File: src/rtl/decoder_3to8_pkg.sv
// decoder_3to8_pkg: widths, select type and output idle value for the
// registered 3-to-8 decoder. Polarity macro: DECODER_3TO8_ACTIVE_LOW_EN.
package decoder_3to8_pkg;

    localparam int SEL_W = 3;
    localparam int OUT_W = 8;

    typedef logic [SEL_W-1:0] sel_t;
    typedef logic [OUT_W-1:0] out_t;

`ifdef DECODER_3TO8_ACTIVE_LOW_EN
    localparam out_t OUT_IDLE = 8'hFF;
`else
    localparam out_t OUT_IDLE = 8'h00;
`endif

    // Map an active-high word onto the configured output polarity.
    function automatic out_t apply_pol(input out_t hot);
`ifdef DECODER_3TO8_ACTIVE_LOW_EN
        return ~hot;
`else
        return hot;
`endif
    endfunction

endpackage

File: src/rtl/decoder_3to8_if.sv
// decoder_3to8_if: select/enable inputs and decoded outputs.
// master drives en/A/B/C; slave (the decoder) drives out/out_vld.
interface decoder_3to8_if;
    import decoder_3to8_pkg::*;

    logic en;
    logic A;
    logic B;
    logic C;
    out_t out;
    logic out_vld;

    modport master (
        output en, A, B, C,
        input  out, out_vld
    );

    modport slave (
        input  en, A, B, C,
        output out, out_vld
    );

endinterface

File: src/rtl/decoder_3to8_core.sv
// decoder_3to8_core: combinational select -> one-hot map with polarity.
// Ports: sel_i (3-bit select), dec_o (8-bit decoded word).
module decoder_3to8_core
    import decoder_3to8_pkg::*;
(
    input  sel_t sel_i,
    output out_t dec_o
);

    out_t hot;

    always_comb begin
        hot = '0;
        case (sel_i)
            3'd0: hot = 8'h01;
            3'd1: hot = 8'h02;
            3'd2: hot = 8'h04;
            3'd3: hot = 8'h08;
            3'd4: hot = 8'h10;
            3'd5: hot = 8'h20;
            3'd6: hot = 8'h40;
            3'd7: hot = 8'h80;
            // X/Z select in simulation: no line asserted.
            default: hot = '0;
        endcase
    end

    // Inversion of the all-zero guard yields OUT_IDLE in both builds.
    assign dec_o = apply_pol(hot);

endmodule

File: src/rtl/decoder_3to8.sv
// decoder_3to8: registered 3-to-8 decoder, one cycle latency.
// Ports: sys_clk, sys_rst_n (sync, active-low), bus (slave modport:
// en, A, B, C in; out, out_vld out). Macro: DECODER_3TO8_ACTIVE_LOW_EN.
module decoder_3to8
    import decoder_3to8_pkg::*;
(
    input logic             sys_clk,
    input logic             sys_rst_n,
    decoder_3to8_if.slave   bus
);

    sel_t sel;
    out_t dec;
    out_t out_d;
    out_t out_q;
    logic vld_d;
    logic vld_q;

    assign sel = {bus.A, bus.B, bus.C};

    decoder_3to8_core u_core (
        .sel_i (sel),
        .dec_o (dec)
    );

    always_comb begin
        out_d = out_q;
        vld_d = vld_q;
        if (bus.en) begin
            out_d = dec;
            vld_d = 1'b1;
        end
    end

    always_ff @(posedge sys_clk) begin
        if (!sys_rst_n) begin
            out_q <= OUT_IDLE;
            vld_q <= 1'b0;
        end else begin
            out_q <= out_d;
            vld_q <= vld_d;
        end
    end

    assign bus.out     = out_q;
    assign bus.out_vld = vld_q;

    // Active-high view of the output, for the one-hot invariant.
    out_t hot_q;
    assign hot_q = apply_pol(out_q);

    always_ff @(posedge sys_clk) begin
        if (sys_rst_n && vld_q)
            assert ($onehot(hot_q));
    end

endmodule

File: src/flat_wrapper.sv
// flat-port wrapper written by rule: the top's interface ports become plain ports
module decoder_3to8_flat import decoder_3to8_pkg::*;
  (sys_clk, sys_rst_n, bus_en, bus_A, bus_B, bus_C, bus_out, bus_out_vld);
  decoder_3to8_if bus_i ();
  input logic sys_clk;
  input logic sys_rst_n;
  input wire logic [$bits(bus_i.en)-1:0] bus_en;
  input wire logic [$bits(bus_i.A)-1:0] bus_A;
  input wire logic [$bits(bus_i.B)-1:0] bus_B;
  input wire logic [$bits(bus_i.C)-1:0] bus_C;
  output wire logic [$bits(bus_i.out)-1:0] bus_out;
  output wire logic [$bits(bus_i.out_vld)-1:0] bus_out_vld;
  assign bus_i.en = bus_en;
  assign bus_i.A = bus_A;
  assign bus_i.B = bus_B;
  assign bus_i.C = bus_C;
  assign bus_out = bus_i.out;
  assign bus_out_vld = bus_i.out_vld;
  decoder_3to8 u_core (.sys_clk(sys_clk), .sys_rst_n(sys_rst_n), .bus(bus_i));
endmodule
File: config.mk
export PLATFORM = sky130hd
export DESIGN_NAME = decoder_3to8_flat
export DESIGN_NICKNAME = d
export VERILOG_FILES = /design/src/rtl/decoder_3to8_pkg.sv /design/src/rtl/decoder_3to8_if.sv /design/src/rtl/decoder_3to8_core.sv /design/src/rtl/decoder_3to8.sv /design/src/flat_wrapper.sv
export SDC_FILE = /design/constraint.sdc
export NUM_CORES = 1
export LEC_CHECK = 0
export CORE_AREA = 2 2 39 41
export CTS_CLUSTER_DIAMETER = 40
export CTS_CLUSTER_SIZE = 14
export DETAILED_ROUTE_END_ITERATION = 6
export DIE_AREA = 0 0 41 43
export RECOVER_POWER = 25
export SYNTH_ARGS = -nofsm -noshare
export SYNTH_HDL_FRONTEND = slang
export SYNTH_HIERARCHICAL = 1
export SYNTH_SLANG_ARGS = --single-unit
File: constraint.sdc
create_clock -name sys_clk -period 1.3 [get_ports sys_clk]
set_clock_uncertainty 0.05 [all_clocks]
set_input_delay 0.39 -clock sys_clk [delete_from_list [all_inputs] [get_ports sys_clk]]
set_output_delay 0.39 -clock sys_clk [all_outputs]
set_load 0.05 [all_outputs]
[Word level (Yosys, flattened, before mapping)]
Memories as Yosys holds them, arrays and structs flattened. A register that Yosys moved wholly into a read port is not among the register bits.
Index checks and enable logic that the tools add are counted.
Word-level totals
  ROM bits: 64
  memories: 1
  register bits: 1
  logic and storage cells: 3
  output and inout bits: 9
  input bits: 6
Cells by class
  reduce and logical (&&, ||, !) cells: 1
Memory list
  (name not given): depth 8, width 8, rd ports 1, clocked after memory_dff 1, write ports 0, line decoder_3to8_core.sv:14  | case (sel_i)
Operator list (count)
  $logic_not A1 Y1: 1

[Depth between registers and ports, before layout]
  word-level depth: 1
  depth in mapped cells: 3
  gate-level depth less buffers: 3

[Hierarchy]
The synthesis kept the hierarchy.
Modules (own cells, without submodules)
  decoder_3to8: instances 1, cells an instance 27, sequential area each 180.2 sq um, area each 329.1 sq um
  decoder_3to8_core: instances 1, cells an instance 8, sequential area each 0.0 sq um, area each 65.1 sq um

[Worst setup path after synthesis]
No wires, ideal clock.
  path kind: reg-to-output
  from: reg u_core.vld_q, in the netlist u_core/bus.out_vld
  to: out bus_out_vld
  required time: 860 ps
  data arrival time: 604 ps
  buffers on the path: 0
  path slack: 256 ps
  cell stages (with the launch flop): 1
  cell sequence: dfxtp_1
RTL lines
  start, declared: line decoder_3to8.sv:17  | logic vld_q;
  start signal, assigned: line decoder_3to8.sv:41  | vld_q <= vld_d;
  end, declared: line flat_wrapper.sv:12  | output wire logic [$bits(bus_i.out_vld)-1:0] bus_out_vld;
No word-level cell between the ends.

[Worst setup path after layout]
  from: reg u_core.out_q[3], in the netlist u_core/bus.out[3]
  to: out bus_out[3]
RTL lines
  start, declared: line decoder_3to8.sv:15  | out_t out_q;
  end, declared: line flat_wrapper.sv:11  | output wire logic [$bits(bus_i.out)-1:0] bus_out;
No word-level cell between the ends.

==> out/summary.txt <==
Nets - 60
MaxCap Viol Count - 0
Post-synthesis cell type count - 9
Finish-stage setup viols - 0
Slowest stage delay, CP - 380 ps
RSZ-0062 raised after global routing - false
Kind of critical path - reg -> out
Initial antenna violation count - 0
Fin. max-slew vios - 0
Fmax achieved - 817 MHz
Slowest cell on the critical path - dfxtp_1
Commonest non-fill, non-tap cell in the layout - buf_12
Met2 global-route usage - 11.9%
Via density per instance - 4.41
Hold slack - 468 ps
IO Pins - 15
Crit path cell chain - buf_12
Seq/Total Area, Yosys - 45.7%
Buf/Inv on CP - 1
Warnings, synthesis - 6
DRT iter0 DRCs - 1
Layout area overhead - 74.3%
Met1 Usage GRT - 14.3%
WL/cell - 10.5 um
Switching Share - 25.1%
Die Area - 1760 um2
Largest family of logic cells by synthesized area - simple AND/OR/NAND/NOR gates
First-pass GRT wire length - 1.21 mm
Die X - 41 um
Critical Path End Type - output pin
WP data arrival - 780 ps
Gr ovfl total - 0
Leakage power - 0.000306 uW
Synthesized area per cell - 11.3 um2
Combinational power share - 20.0%
NetSw - 158 uW
Reg2reg start - u_core/bus.out[4]$_SDFFE_PN0P_
Levels on crit path - 1
Xor and xnor area share after synthesis - 0%
# fillers - 123
Post-synth top area share - 45.7%
Clock root buffer - clkbuf_4
TritonCTS Buffers - 3
Clock latency on the worst-skew pair - 250 ps
Fin crit share - 94.1%
Peak supply drop - 0.653 mV
Reg2reg end - u_core/bus.out[4]$_SDFFE_PN0P_
Ratio of cells with drive above 1 in the final layout - 32.1%
Final Hold Vio Count - 0
Setup_tns - 0 ps
Seq pwr share - 46.5%
Vias in the first global route - 292
Post-synthesis simple-gate area fraction - 29.2%
Reg2Reg Setup Slack - 600 ps
Clock sink total - 9
Clock Tree Buf Depth - 2
Top cells by area, synth - dfxtp_1, mux2i_1, nor2b_1, and3b_2, nor3b_1
Max H-tree Level - 1
Yosys reg bits - 9
# rows - 14
Mapped Nets - 41
CTS tree - yes
# DRC - 0
Worst-path clk slew - 60 ps
Setup crit start kind - register
Synth Area in Adders - 0%
Crit path max-delay family - flip-flops
TritonRoute pass-1 iters - 2
Cell Area, Placed - 653 um2
Required @ worst endpoint - 860 ps
Gpl congestion - 0.650
Footprint of the multi-input gates - 203 um2
Post-Route WL - 723 um
Leading area contributor after synthesis - dfxtp_1
Least-Margin Pin Slew - 278 ps
Worst hold stages - 1
Post-synthesis mux area share - 20.3%
Die height - 43 um
Area of the mapped netlist - 394 um2
I/O Buffers - 14
Largest net degree at the start of global routing - 10
Sequential cell area - 180 um2
Total global-route track usage - 11.0%
Complex-gate fraction of the synthesized area - 1.90%
Total power - 630 uW
Hold worst-path end - u_core/bus.out_vld$_SDFFE_PN0P_
Pwr dens - 917 nW/um2
Cells after synthesis - 35
Final instance area - 687 um2
Internal - 471 uW
Gr busiest metal - met1
Slew HR - 81.4%
DR vias - 304
Largest fanout on the critical path - 2
Initial core utilization - 28.5%
Status - complete, no violations
Antenna cells - 0
Clock share of power - 33.5%
R2R depth - 2
Core Area - 1380 um2
DRT antenna net count - 0
Commonest non-fill, non-tap cells in the layout - buf_12, dfxtp_1, mux2i_1, nor2b_1
Met3 Usage GRT - 9.42%
Worst hold path class - reg -> reg
Final Critical Period - 1220 ps
Min-delay src - u_core/bus.out_vld$_SDFFE_PN0P_
## worst max path at each step
| stage | from | endpoint | slack (ps) |
|---|---|---|---|
| after detailed placement | bus_B | u_core/bus.out[5]$_SDFFE_PN0P_ | -260 |
| final | u_core/bus.out[3]$_SDFFE_PN0P_ | bus_out[3] | 80 |
| after floorplan | u_core/bus.out_vld$_SDFFE_PN0P_ | bus_out_vld | 260 |
| after CTS | bus_A | u_core/bus.out[4]$_SDFFE_PN0P_ | 9 |
| after global routing | u_core/bus.out[1]$_SDFFE_PN0P_ | bus_out[1] | 20 |
| after global placement | bus_A | u_core/bus.out[3]$_SDFFE_PN0P_ | -240 |
## Yosys cell counts
library cell,number
and3b_2,3
buf_6,1
and3_2,1
nor2b_1,8
dfxtp_1,9
nor3b_1,3
nor3_1,1
mux2i_1,8
o21a_1,1
## routing by layer
metal  vias up  wire length [um]
met1       133               317
met5         -                 0
met3         2                69
met2        11               321
met4         0                14
li1        158                 -
## state kept, by name, indices dropped and copies added, names as in the netlist
signal              count
u_core/bus.out          8
u_core/bus.out_vld      1
## stage by stage
step                setup WS [ps]  util [%]  std cells
finish                       76.6      49.6         69
global route                 24.9      49.6         69
CTS                          9.44      49.1         69
detailed placement           -263      47.2         65
global placement             -241      47.2         65
floorplan                     256         -         35
## power by group through the flow
stage | Clock, uW | Combinational (uW) | Sequential [uW]
2_1_floorplan | 0 | 34.1 | 323
5_1_grt | 241 | 133 | 293
3_3_place_gp | 0 | 128 | 299
6_report | 211 | 126 | 293
4_1_cts | 224 | 128 | 293
3_5_place_dp | 0 | 128 | 299
## final cells by class
cell class              count  share of cell area, %
repair buffers             15                   37.5
multi-input cells          25                   29.5
flip-flops and latches      9                   26.2
clock buffers               4                   3.83
well taps                  16                   2.91
## repair_timing
item                       in CTS  in global routing
gates resized for setup         0                  3
hold buffers                    0                  0
setup buffers                   0                  0
setup endpoints to repair       0                  7
## cell families (layout without fill, tap and decap cells)
| logic type | count (synthesis) | count (layout) |
|---|---|---|
| AND/OR/NAND/NOR | 16 | 16 |
| flip-flops | 9 | 9 |
| multiplexers | 8 | 8 |
| buffers and inverters | 1 | 19 |
| AO/OA/AOI/OAI | 1 | 1 |
Note: power is estimated with default switching activity, not from simulation.
==> variant, RTL diff (same flow settings) <==
Build with the macro `DECODER_3TO8_ACTIVE_LOW_EN` defined.
--- a/src/rtl/decoder_3to8_pkg.sv
+++ b/src/rtl/decoder_3to8_pkg.sv
@@ -1,5 +1,7 @@
 // decoder_3to8_pkg: widths, select type and output idle value for the
 // registered 3-to-8 decoder. Polarity macro: DECODER_3TO8_ACTIVE_LOW_EN.
+`define DECODER_3TO8_ACTIVE_LOW_EN
+
 package decoder_3to8_pkg;
 
     localparam int SEL_W = 3;
Behaviour: not the same (a bounded check fails within 4 cycles, from zero or initial values and one cycle with sys_rst_n low).
==> variant against the unedited design <==
Sequential cell count unchanged. Routed wire length rose by 5.7%. Power grew 0.28%. Synthesized area decreased by 5.1%. Sequential share of layout area is 0.24 points higher. First-iteration DRC count increased to 9.0 times the old value. Cell area fell by 0.91%. Setup slack lost 0.010 ns. Worst hold slack improved by 0.0084 ns. Critical endpoint is now u_core/bus.out[6]$_SDFFE_PN1P_. Largest cell class unchanged. Largest power group unchanged.
==> variant: results (changes against the unedited design) <==
Count of distinct cell types in the synthesized netlist = 10 (+1)
Antenna violations before repair = 0 (unchanged)
Final net count = 66 (+10%)
First-pass GRT wire length = 1220 um (+1.2%)
PortBufs = 14 (unchanged)
Synth Warn # = 6 (unchanged)
DR DRC count = 0 (unchanged)
Antenna cells = 0 (unchanged)
Overall Global Routing Usage = 11.2% (+0.20 points)
Longest Clk Path Bufs = 2 (unchanged)
Worst-path clk slew = 0.06 ns (about the same)
Max Cap Viol = 0 (unchanged)
Seq/Total Area, Yosys = 48.2% (+2.4 points)
Root Buffer = clkbuf_4
# fillers = 134 (+8.9%)
Routability congestion estimate = 0.645 (-0.86%)
Fraction of registers with async set/reset = 0% (unchanged)
Status = finished, final reports clean
Share of layout cells above drive strength 1 = 32.2% (+0.13 points)
Commonest cells in the netlist = dfxtp_1 (9), mux2i_1 (8), nand2_1 (8)
Clock Latency Late Sink = 0.25 ns (about the same)
Cell Area, Placed = 661 um2 (+1.1%)
Static leakage = 0.000309 uW (+0.93%)
1st-iter DRT viols = 9 (+8)
Iteration count of the initial detailed-routing pass = 2 (unchanged)
PostCTS Resize Cnt = 3 (+3)
Wirelength, routed = 764 um (+5.7%)
Largest net degree at the start of global routing = 6 (-4)
Max FFs per register = 8 (unchanged)
Tightest Pin Transition = 0.141 ns (-0.138 ns)
Vias = 333 (+9.5%)
Post-CTS setup buffer count = 0 (unchanged)
Worst vdd ir = 0.410 mV (-37%)
Main synth FF type = dfxtp_1
Syn nets = 42 (+2.4%)
H-tree depth = 1 (unchanged)
Worst Path Arrival = 1.33 ns (+0.55 ns)
Cts bufs inserted = 3 (unchanged)
Top post-synthesis cells by area = dfxtp_1 (48%), mux2i_1 (21%), nand2_1 (8.0%)
Worst min path class = flop to flop
CP max FO = 4 (+2)
Fmax = 0.811 GHz (-0.83%)
-- variant: metal layers --
| metal | wire length [um] | GRT usage [%] | up-vias |
|---|---|---|---|
| li1 | - | - | 172 |
| met2 | 346 | 14.1 | 12 |
| met3 | 64 | 6.28 | 2 |
| met4 | 14 | 10.0 | 0 |
| met5 | 0 | 0 | - |
| met1 | 338 | 12.7 | 147 |
-- variant: cell type report --
| type | count | area, um2 | area share [%] |
|---|---|---|---|
| clock buffer | 4 | 26.3 | 3.86 |
| tap | 16 | 20.0 | 2.94 |
| sequential | 9 | 180 | 26.5 |
| timing repair buffer | 21 | 277 | 40.6 |
| multi-input combinational | 25 | 178 | 26.1 |
-- variant: path summary, 6_finish.rpt --
path | depth (start not counted) | to | slack [ns] | startpoint
worst max-delay path | 4 | u_core/bus.out[6]$_SDFFE_PN1P_ | 0.07 | bus_en
worst min-delay path | 1 | u_core/bus.out_vld$_SDFFE_PN0P_ | 0.48 | u_core/bus.out_vld$_SDFFE_PN0P_
worst max register to register | 2 | u_core/bus.out[6]$_SDFFE_PN1P_ | 0.60 | u_core/bus.out[6]$_SDFFE_PN1P_
worst min register to register | 1 | u_core/bus.out_vld$_SDFFE_PN0P_ | 0.48 | u_core/bus.out_vld$_SDFFE_PN0P_
-- variant: logic make-up after synthesis --
group	Yosys count	synth area share, %
buffers and inverters	2	4.35
and+or+nand+nor	16	24.1
DFF	9	48.2
AOI/OAI and AO/OA	1	2.01
muxes	8	21.4
-- variant: power by group --
part	internal [uW]	switching, uW	total [uW]
clock	118	91.3	209
sequential	284	8.47	293
combinational	69.3	60.1	129
-- variant: stage by stage --
| stage | TNS, ns | setup slack (ns) | hold WS (ns) | instances |
|---|---|---|---|---|
| after global placement | -2.20 | -0.357 | 0.452 | 71 |
| after detailed placement | -2.28 | -0.364 | 0.473 | 71 |
| after floorplan | 0 | 0.208 | 0.524 | 36 |
| after CTS | 0 | 0.0614 | 0.488 | 75 |
| final | 0 | 0.0663 | 0.476 | 75 |
| after global routing | 0 | 0.0351 | 0.496 | 75 |
-- variant: critical path: stages --
cell,delay [ns]
clkdlybuf4s50_1,0.48
clkbuf_2,0.19
mux2i_1,0.21
nand2_1,0.07
